### src/rtl/proc_pkg.sv
// Shared datapath definitions for the 16-bit processor: word and register-address
// widths, register count, the condition/control register index and a decoder helper.
package proc_pkg;

    localparam int WORD_W     = 16;
    localparam int REG_ADDR_W = 4;
    localparam int NUM_REGS   = 16;

    typedef logic [WORD_W-1:0]     word_t;
    typedef logic [REG_ADDR_W-1:0] reg_addr_t;

    localparam reg_addr_t CR_IDX = 4'hF;

    // One-hot decode of a register index, qualified by an enable.
    function automatic logic [NUM_REGS-1:0] decodeAddr(input reg_addr_t addr, input logic en);
        logic [NUM_REGS-1:0] oneHot;
        oneHot = {NUM_REGS{1'b0}};
        for (int i = 0; i < NUM_REGS; i++) begin
            if (en && (addr == reg_addr_t'(i))) begin
                oneHot[i] = 1'b1;
            end else begin
                oneHot[i] = 1'b0;
            end
        end
        return oneHot;
    endfunction

endpackage

### src/rtl/reg_file16b16_reg16_en.sv
// Single storage word of the register file: load on enable, cleared
// asynchronously while rstN is low.
module reg16_en
    import proc_pkg::*;
#(
    parameter int WIDTH = WORD_W
) (
    input  logic             clk,
    input  logic             rstN,
    input  logic             en,
    input  logic [WIDTH-1:0] d,
    output logic [WIDTH-1:0] q
);

    logic [WIDTH-1:0] data_r;

    // Storage word with async clear and load enable.
    always_ff @(posedge clk or negedge rstN) begin
        if (!rstN) begin
            data_r <= {WIDTH{1'b0}};
        end else if (en) begin
            data_r <= d;
        end else begin
            data_r <= data_r;
        end
    end

    assign q = data_r;

endmodule

### src/rtl/reg_file16b16.sv
// Sixteen-entry general-purpose register file: one clocked write port, two
// combinational read ports and a permanent tap of the condition/control register.
module reg_file16b16
    import proc_pkg::*;
#(
    parameter int        WIDTH   = WORD_W,
    parameter int        DEPTH   = NUM_REGS,
    parameter reg_addr_t CR_ADDR = CR_IDX
) (
    input  logic                     CLK,
    input  logic                     Reset_n,
    input  logic [WIDTH-1:0]         DataIn,
    input  logic                     Write,
    input  logic [$clog2(DEPTH)-1:0] WriteAddr,
    input  logic [$clog2(DEPTH)-1:0] ReadAddrA,
    input  logic [$clog2(DEPTH)-1:0] ReadAddrB,
    output logic [WIDTH-1:0]         ReadDataA,
    output logic [WIDTH-1:0]         ReadDataB,
    output logic [WIDTH-1:0]         ReadDataCR
);

    localparam int AW = $clog2(DEPTH);

    logic [DEPTH-1:0] wrEn_s;
    logic [WIDTH-1:0] regOut_s [DEPTH];
    logic [WIDTH-1:0] readA_s;
    logic [WIDTH-1:0] readB_s;

    // Write-address decoder, each select gated by Write.
    always_comb begin
        wrEn_s = {DEPTH{1'b0}};
        for (int i = 0; i < DEPTH; i++) begin
            if (Write && (WriteAddr == AW'(i))) begin
                wrEn_s[i] = 1'b1;
            end else begin
                wrEn_s[i] = 1'b0;
            end
        end
    end

    for (genvar g = 0; g < DEPTH; g++) begin : gRegs
        reg16_en #(
            .WIDTH (WIDTH)
        ) uReg (
            .clk  (CLK),
            .rstN (Reset_n),
            .en   (wrEn_s[g]),
            .d    (DataIn),
            .q    (regOut_s[g])
        );
    end

    // Read multiplexers; no bypass, so a same-cycle write shows after the edge.
    always_comb begin
        readA_s = {WIDTH{1'b0}};
        readB_s = {WIDTH{1'b0}};
        for (int i = 0; i < DEPTH; i++) begin
            if (ReadAddrA == AW'(i)) begin
                readA_s = regOut_s[i];
            end else begin
                readA_s = readA_s;
            end
            if (ReadAddrB == AW'(i)) begin
                readB_s = regOut_s[i];
            end else begin
                readB_s = readB_s;
            end
        end
    end

    assign ReadDataA  = readA_s;
    assign ReadDataB  = readB_s;
    assign ReadDataCR = regOut_s[CR_ADDR[AW-1:0]];

endmodule

### config.mk
export PLATFORM = sky130hd
export DESIGN_NAME = reg_file16b16
export DESIGN_NICKNAME = d
export VERILOG_FILES = /design/src/rtl/proc_pkg.sv /design/src/rtl/reg_file16b16_reg16_en.sv /design/src/rtl/reg_file16b16.sv
export SDC_FILE = /design/constraint.sdc
export NUM_CORES = 1
export LEC_CHECK = 0
export ABC_CLOCK_PERIOD_IN_PS = 4600
export BUFFER_PORTS_ARGS = -buffer_cell sky130_fd_sc_hd__buf_4
export CORE_MARGIN = 2
export CORE_UTILIZATION = 40
export CTS_BUF_LIST = sky130_fd_sc_hd__clkbuf_8
export CTS_CLUSTER_DIAMETER = 100
export DETAILED_ROUTE_END_ITERATION = 8
export GPL_TIMING_DRIVEN = 1
export SLEW_MARGIN = 20
export SYNTH_ARGS = -nofsm -noshare
export SYNTH_HDL_FRONTEND = slang
export SYNTH_HIERARCHICAL = 1
export SYNTH_SLANG_ARGS = --single-unit
### constraint.sdc
create_clock -name CLK -period 4.6 [get_ports CLK]
set_input_delay 0.23 -clock CLK [delete_from_list [all_inputs] [get_ports CLK]]
set_output_delay 0.23 -clock CLK [all_outputs]
set_load 0.03 [all_outputs]
==> impl_metrics.env, run 1 <==
export IMPL_layout_drive_gt1_share_pct=36.8
export IMPL_cts_hold_fix_buffers=8
export IMPL_synth_fa_ha_area_share_pct=0
export IMPL_rows=73
export IMPL_cap_violations=0
export IMPL_critPathCaptureType="output port"
export IMPL_hold_violations=0
export IMPL_worstSetupPathType="in2out"
export IMPL_synth_edff_count=0
export IMPL_hold_class="in2reg"
export IMPL_synth_seq_area_share_pct=40.1
export IMPL_clock_sinks=256
export IMPL_power_leakage_nw=7.62
export IMPL_die_h_um=204
export IMPL_synth_fp_nets=1353
export IMPL_cp_arrival_ps=2840
export IMPL_crit_top_cell="buf_4"
export IMPL_vias=12127
export IMPL_start_util_pct=40.3
export IMPL_ys_ff_latch=256
export IMPL_clk_pin_slew_ps=70
export IMPL_synthMuxAreaShare_pct=32.4
export IMPL_synth_xor_area_share_pct=0
export IMPL_min_period_ps=3070
export IMPL_slowest_delay_ps=860
export IMPL_worstSkewPairLatency_ps=610
export IMPL_ys_types=76
export IMPL_status="complete, no violations"
export IMPL_first_iter_violations=1299
export IMPL_post_place_ws_ps=1610
export IMPL_die_w_um=204
export IMPL_dpl_hpwl_mm=33.0
export IMPL_port_buffers=78
export IMPL_worst_pin_slew_ps=1180
export IMPL_synth_area_leaders="dfrtp_1 40%, mux2_4 15%, mux2_2 8.4%, mux4_2 4.1%, mux2i_1 3.6%"
export IMPL_drtPass1Iterations=6
export IMPL_ant_nets=0
export IMPL_synth_compound_area_share_pct=13.9
export IMPL_gp_congestion=0.895
export IMPL_synthArstFlopShare_pct=100
export IMPL_track_usage_pct=25.7
export IMPL_ir_drop_mv=0.218
export IMPL_fin_crit_sh_pct=66.7
export IMPL_required_ps=4370
export IMPL_htreeDepth=2
export IMPL_gr_total_overflow=0
export IMPL_clock_skew_ps=0
export IMPL_fill_cells=3717
export IMPL_cp_slowest_cell="nor2b_1"
export IMPL_worst_path_max_fanout=48
export IMPL_synth_ff_type="dfrtp_1"
export IMPL_grt_max_degree=115
export IMPL_ctsResizeCount=0
export IMPL_io_pins=79
export IMPL_antenna_found_initial=0
export IMPL_ys_warn_count=6
export IMPL_numCtsBuffers=44
export IMPL_synthesis_area_um2=16000
export IMPL_avgViaCountPerCell=6.26
export IMPL_synth_simple_gate_area_share_pct=6.85
export IMPL_largest_reg_flops=256
export IMPL_finalMaxSlewViolations=0
export IMPL_syn_area_per_cell_um2=12.1
export IMPL_area_growth_pct=9.98
export IMPL_fmax_mhz=326
export IMPL_setup_violations=0
export IMPL_cp_start_kind="input pin"
export IMPL_wl_per_cell_um=27.6
export IMPL_clk_path_buf_depth=3
export IMPL_finalSetupTns_ps=0
export IMPL_drcViolationCount=0
export IMPL_grt_pass1_wl_mm=80.3
export IMPL_detail_route_wirelength_mm=53.5
export IMPL_setup_ws_ps=1530
export IMPL_synth_top_family_by_area="multiplexers"
export IMPL_die_area_um2=41600
export IMPL_core_area_um2=39600
export IMPL_pwr_density_cell_nw_per_um2=434
export IMPL_reg2reg_depth=1
export IMPL_slew_limit_headroom_pct=21.1
export IMPL_yosys_area_top_type_share_pct=40.1
export IMPL_post_cts_setup_buffer_count=0
export IMPL_yosys_area_top_type="dfrtp_1"
export IMPL_crit_chain="buf_4 -> nor2b_1 -> buf_4 -> a32oi_1 -> a221oi_1 -> a2bb2oi_1 -> buf_4"
export IMPL_hold_path_cell_count=2
export IMPL_fin_nets=1408
export IMPL_grt_pass1_vias=12171
export IMPL_cts_tree="yes"
export IMPL_cts_root_buf="clkbuf_8"
export IMPL_synth_cells=1322
export IMPL_rsz0062_at_grt="false"
==> kinds of logic (layout without fill, tap and decap cells) <==
logic type | after synthesis | after routing
compound gates | 336 | 336
buf+inv | 130 | 218
flops | 256 | 256
mux | 374 | 374
other cells | 0 | 1
simple gates | 226 | 226
==> cells in the mapped netlist, drive strengths merged, types with 3 or more instances <==
master / number
a21oi: 77
nand2: 59
clkbuf: 15
buf: 103
dfrtp: 256
nor2: 79
a221oi: 15
a2111oi: 3
nand3b: 4
nor3b: 3
and3: 4
mux2: 280
a222oi: 3
o211ai: 5
nand3: 11
o22ai: 23
a21o: 13
a211o: 3
nor2b: 11
a221o: 5
a311o: 3
or2b: 4
a22oi: 14
a31oi: 4
mux4: 36
nand2b: 20
o32ai: 4
or3b: 3
a211oi: 19
nor3: 15
o22a: 4
o21ai: 92
o2bb2ai: 4
a2bb2oi: 4
a32o: 4
inv: 10
o221ai: 8
o21a: 4
mux2i: 58
a22o: 4
a32oi: 9
==> power breakdown <==
part           switching (mW)  leakage (nW)  internal [mW]  total (mW)
logic                   0.940          3.94           1.13        2.07
clock network            1.01         0.535           1.25        2.26
registers               0.516          3.14           2.78        3.30
total                    2.47          7.62           5.17        7.63
==> worst max-delay path: cells and delay by family <==
kind | cells | cell delay [ps]
AO/OA/AOI/OAI | 3 | 670
buffers and inverters | 3 | 1030
AND/OR/NAND/NOR | 1 | 860
==> worst paths after layout <==
check / end / slack, ps / from
min in group asynchronous: gRegs[14].uReg/q[14] / 290 / Reset_n
max in group asynchronous: gRegs[1].uReg/q[6] / 3120 / Reset_n
worst max register to register: gRegs[15].uReg/q[9] / 3700 / gRegs[15].uReg/q[9]
worst min-delay path: gRegs[9].uReg/q[5] / 30 / DataIn[5]
worst min register to register: gRegs[13].uReg/q[2] / 530 / gRegs[13].uReg/q[2]
worst max-delay path: ReadDataB[1] / 1530 / ReadAddrB[1]
==> metal layers <==
metal  track usage (%)  wire [um]  up-vias
met5                 0          0        -
met4              8.64       1600        0
met3              5.37       4830      118
met2              38.5      23500      688
met1              36.9      23500     6240
li1                  -          -     5081
==> area by class of cell <==
class	instances	area (um2)	share of cell area, %
diodes	1	2.50	0.0142
clock inverters	20	138	0.782
inverters	12	45.0	0.256
clock buffers	59	812	4.62
multi-input cells	936	8540	48.5
well taps	525	657	3.73
flip-flops and latches	256	6410	36.4
repair buffers	127	993	5.65
==> stage by stage <==
step / instance area [um2] / instances / hold slack, ps / power (mW) / util [%]
global placement: 16600 / 1848 / 387 / 5.32 / 41.8
CTS: 17600 / 1935 / 9.18 / 7.63 / 44.4
floorplan: 16000 / 1322 / -65.6 / 4.69 / -
finish: 17600 / 1936 / 33.3 / 7.63 / 44.4
detailed placement: 16600 / 1848 / 385 / 5.36 / 41.8
global route: 17600 / 1935 / 41.8 / 7.96 / 44.4
==> layout by cell type (no fill, tap or decap), types with 5 or more instances in the layout <==
cell	n
a211oi_1	18
a21o_1	13
a21oi_1	77
a221o_1	5
a221oi_1	13
a22oi_1	14
a32oi_1	9
buf_4	117
clkbuf_8	59
dfrtp_1	256
dlygate4sd3_1	8
inv_1	23
mux2_2	119
mux2_4	161
mux2i_1	58
mux4_1	7
mux4_2	29
nand2_1	59
nand2b_1	19
nand3_1	11
nor2_1	67
nor2_2	12
nor2b_1	11
nor3_1	11
o211ai_1	5
o21ai_0	89
o221ai_1	8
o22ai_1	23
No activity file was read; power rests on OpenSTA's default activity.
==> run 2: changes to the inputs <==
--- a/config.mk
+++ b/config.mk
@@ -5,7 +5,7 @@
 export SDC_FILE = /design/constraint.sdc
 export NUM_CORES = 1
 export LEC_CHECK = 0
-export ABC_CLOCK_PERIOD_IN_PS = 4600
+export ABC_CLOCK_PERIOD_IN_PS = 2820
 export BUFFER_PORTS_ARGS = -buffer_cell sky130_fd_sc_hd__buf_4
 export CORE_MARGIN = 2
 export CORE_UTILIZATION = 40
==> constraint.sdc (replaced) <==
create_clock -name CLK -period 2.82 [get_ports CLK]
set_input_delay 0.141 -clock CLK [delete_from_list [all_inputs] [get_ports CLK]]
set_output_delay 0.141 -clock CLK [all_outputs]
set_load 0.03 [all_outputs]
==> impl_metrics.env, run 2 (synthesis results as in run 1) <==
export IMPL_hold_violations=0
export IMPL_die_h_um=204
export IMPL_required_ps=2680
export IMPL_cp_depth=6
export IMPL_ant_nets=0
export IMPL_fin_crit_sh_pct=95.3
export IMPL_hold_class="in2reg"
export IMPL_cp_top_family="compound AO/OA/AOI/OAI gates"
export IMPL_port_buffers=78
export IMPL_grt_pass1_vias=12432
export IMPL_critPathCaptureType="output port"
export IMPL_antenna_found_initial=1
export IMPL_start_util_pct=40.3
export IMPL_cts_root_buf="clkbuf_8"
export IMPL_clk_pin_slew_ps=60
export IMPL_worst_pin_slew_ps=931
export IMPL_gr_total_overflow=0
export IMPL_die_area_um2=41600
export IMPL_slew_limit_headroom_pct=37.7
export IMPL_status="complete, no violations"
export IMPL_slowest_delay_ps=650
export IMPL_drtPass1Iterations=8
export IMPL_finalSetupTns_ps=0
export IMPL_detail_route_wirelength_mm=55.6
export IMPL_clock_sinks=256
export IMPL_regToRegSetupSlack_ps=1900
export IMPL_wl_per_cell_um=28.0
export IMPL_finalHoldWorstSlack_ps=53.1
export IMPL_layout_commonest_cell="dfrtp_1"
export IMPL_fmax_mhz=372
export IMPL_crit_end="ReadDataA[14]"
export IMPL_grt_max_degree=83
export IMPL_cp_num_buf_inv=1
export IMPL_fill_cells=3629
export IMPL_reg2reg_depth=1
export IMPL_core_area_um2=39600
export IMPL_ir_drop_mv=0.370
export IMPL_rsz0062_at_grt="false"
export IMPL_rr_endpoint="gRegs[15].uReg/q[14]"
export IMPL_crit_chain="mux2_2 -> a22oi_1 -> nor2_1 -> a2111oi_0 -> a21oi_1 -> buf_4"
export IMPL_rows=73
export IMPL_cp_arrival_ps=2550
export IMPL_pwr_density_cell_nw_per_um2=697
export IMPL_die_w_um=204
export IMPL_drcViolationCount=0
export IMPL_vias=12437
export IMPL_layout_drive_gt1_share_pct=38.3
export IMPL_setup_violations=0
export IMPL_worst_path_max_fanout=3
export IMPL_worstSkewPairLatency_ps=590
export IMPL_clk_path_buf_depth=3
export IMPL_cap_violations=0
export IMPL_min_period_ps=2690
export IMPL_first_iter_violations=1544
export IMPL_worstSetupPathType="reg2out"
export IMPL_dpl_hpwl_mm=36.1
export IMPL_fin_nets=1458
export IMPL_track_usage_pct=26.5
export IMPL_cp_slowest_cell="a2111oi_0"
export IMPL_post_place_ws_ps=446
export IMPL_num_antenna_cells=0
export IMPL_gp_congestion=0.933
export IMPL_largest_reg_flops=256
export IMPL_area_growth_pct=13.2
export IMPL_ctsResizeCount=0
export IMPL_grt_pass1_wl_mm=82.5
export IMPL_r2r_start="gRegs[15].uReg/q[14]"
export IMPL_fin_util_pct=45.7
export IMPL_power_leakage_nw=7.90
export IMPL_finalMaxSlewViolations=0
export IMPL_numCtsBuffers=44
export IMPL_setup_ws_ps=133
export IMPL_avgViaCountPerCell=6.26
export IMPL_clock_skew_ps=0
export IMPL_htreeDepth=2
export IMPL_cts_tree="yes"
export IMPL_cp_start_kind="flip-flop"
export IMPL_io_pins=79
export IMPL_critPathLaunch="gRegs[1].uReg/q[14]"
export IMPL_final_cell_mix="256 x dfrtp_1, 161 x mux2_4, 149 x buf_4"
## run 2: changes by cell type in the layout (fill, tap and decap cells not counted), sizes merged
cell         change
buf             +41
diode            -1
clkinv           -1
dlygate4sd3      +9
inv              +1
clkbuf           +1
## run 2: area by class of cell
type / count / area, um2 / area share (%)
clock inverters: 20 / 136 / 0.753
clock buffers: 60 / 826 / 4.56
well taps: 525 / 657 / 3.63
multi-input cells: 936 / 8540 / 47.1
inverters: 12 / 45.0 / 0.249
flip-flops and latches: 256 / 6410 / 35.4
repair buffers: 177 / 1500 / 8.30
## run 2: how the worst min path moves through the flow
stage	depth (start not counted)	slack (ps)	from	endpoint
after floorplan	0	-150	Reset_n	gRegs[0].uReg/q[0]
after global placement	1	210	Reset_n	gRegs[1].uReg/q[9]
after detailed placement	1	200	Reset_n	gRegs[1].uReg/q[9]
after CTS	3	10	WriteAddr[0]	gRegs[12].uReg/q[2]
after global routing	3	50	WriteAddr[1]	gRegs[12].uReg/q[15]
final	3	50	WriteAddr[1]	gRegs[12].uReg/q[2]
## run 2: power breakdown
part / total [mW] / internal, mW / switching, mW / leakage (nW)
Sequential: 5.42 / 4.54 / 0.882 / 3.14
Clock: 3.71 / 2.07 / 1.64 / 0.544
Combinational: 3.49 / 1.91 / 1.58 / 4.22
## run 2: worst min-delay path, cell delays in order
cell	delay (ps)
buf_4	130
nor3_2	110
mux2_2	230
## run 2: layer usage
metal / wire length, um / up-vias / GRT usage, %
met2: 24400 / 784 / 39.9
met4: 1970 / 0 / 9.39
met5: 0 / - / 0
met3: 5220 / 147 / 5.36
met1: 24000 / 6329 / 37.9
li1: - / 5177 / -
## run 2: per-stage QoR
step           cells  area, um2  power [mW]
6_report        1986      18100        12.6
5_1_grt         1986      18100        13.1
4_1_cts         1986      18100        12.6
3_5_place_dp    1889      17000        8.86
3_3_place_gp    1889      17000        8.80
2_1_floorplan   1322      16000        7.64
## run 2: what timing repair did
item,in CTS,in global routing
hold buffers,17,0
setup buffers,0,0
endpoints found under the hold margin,330,0
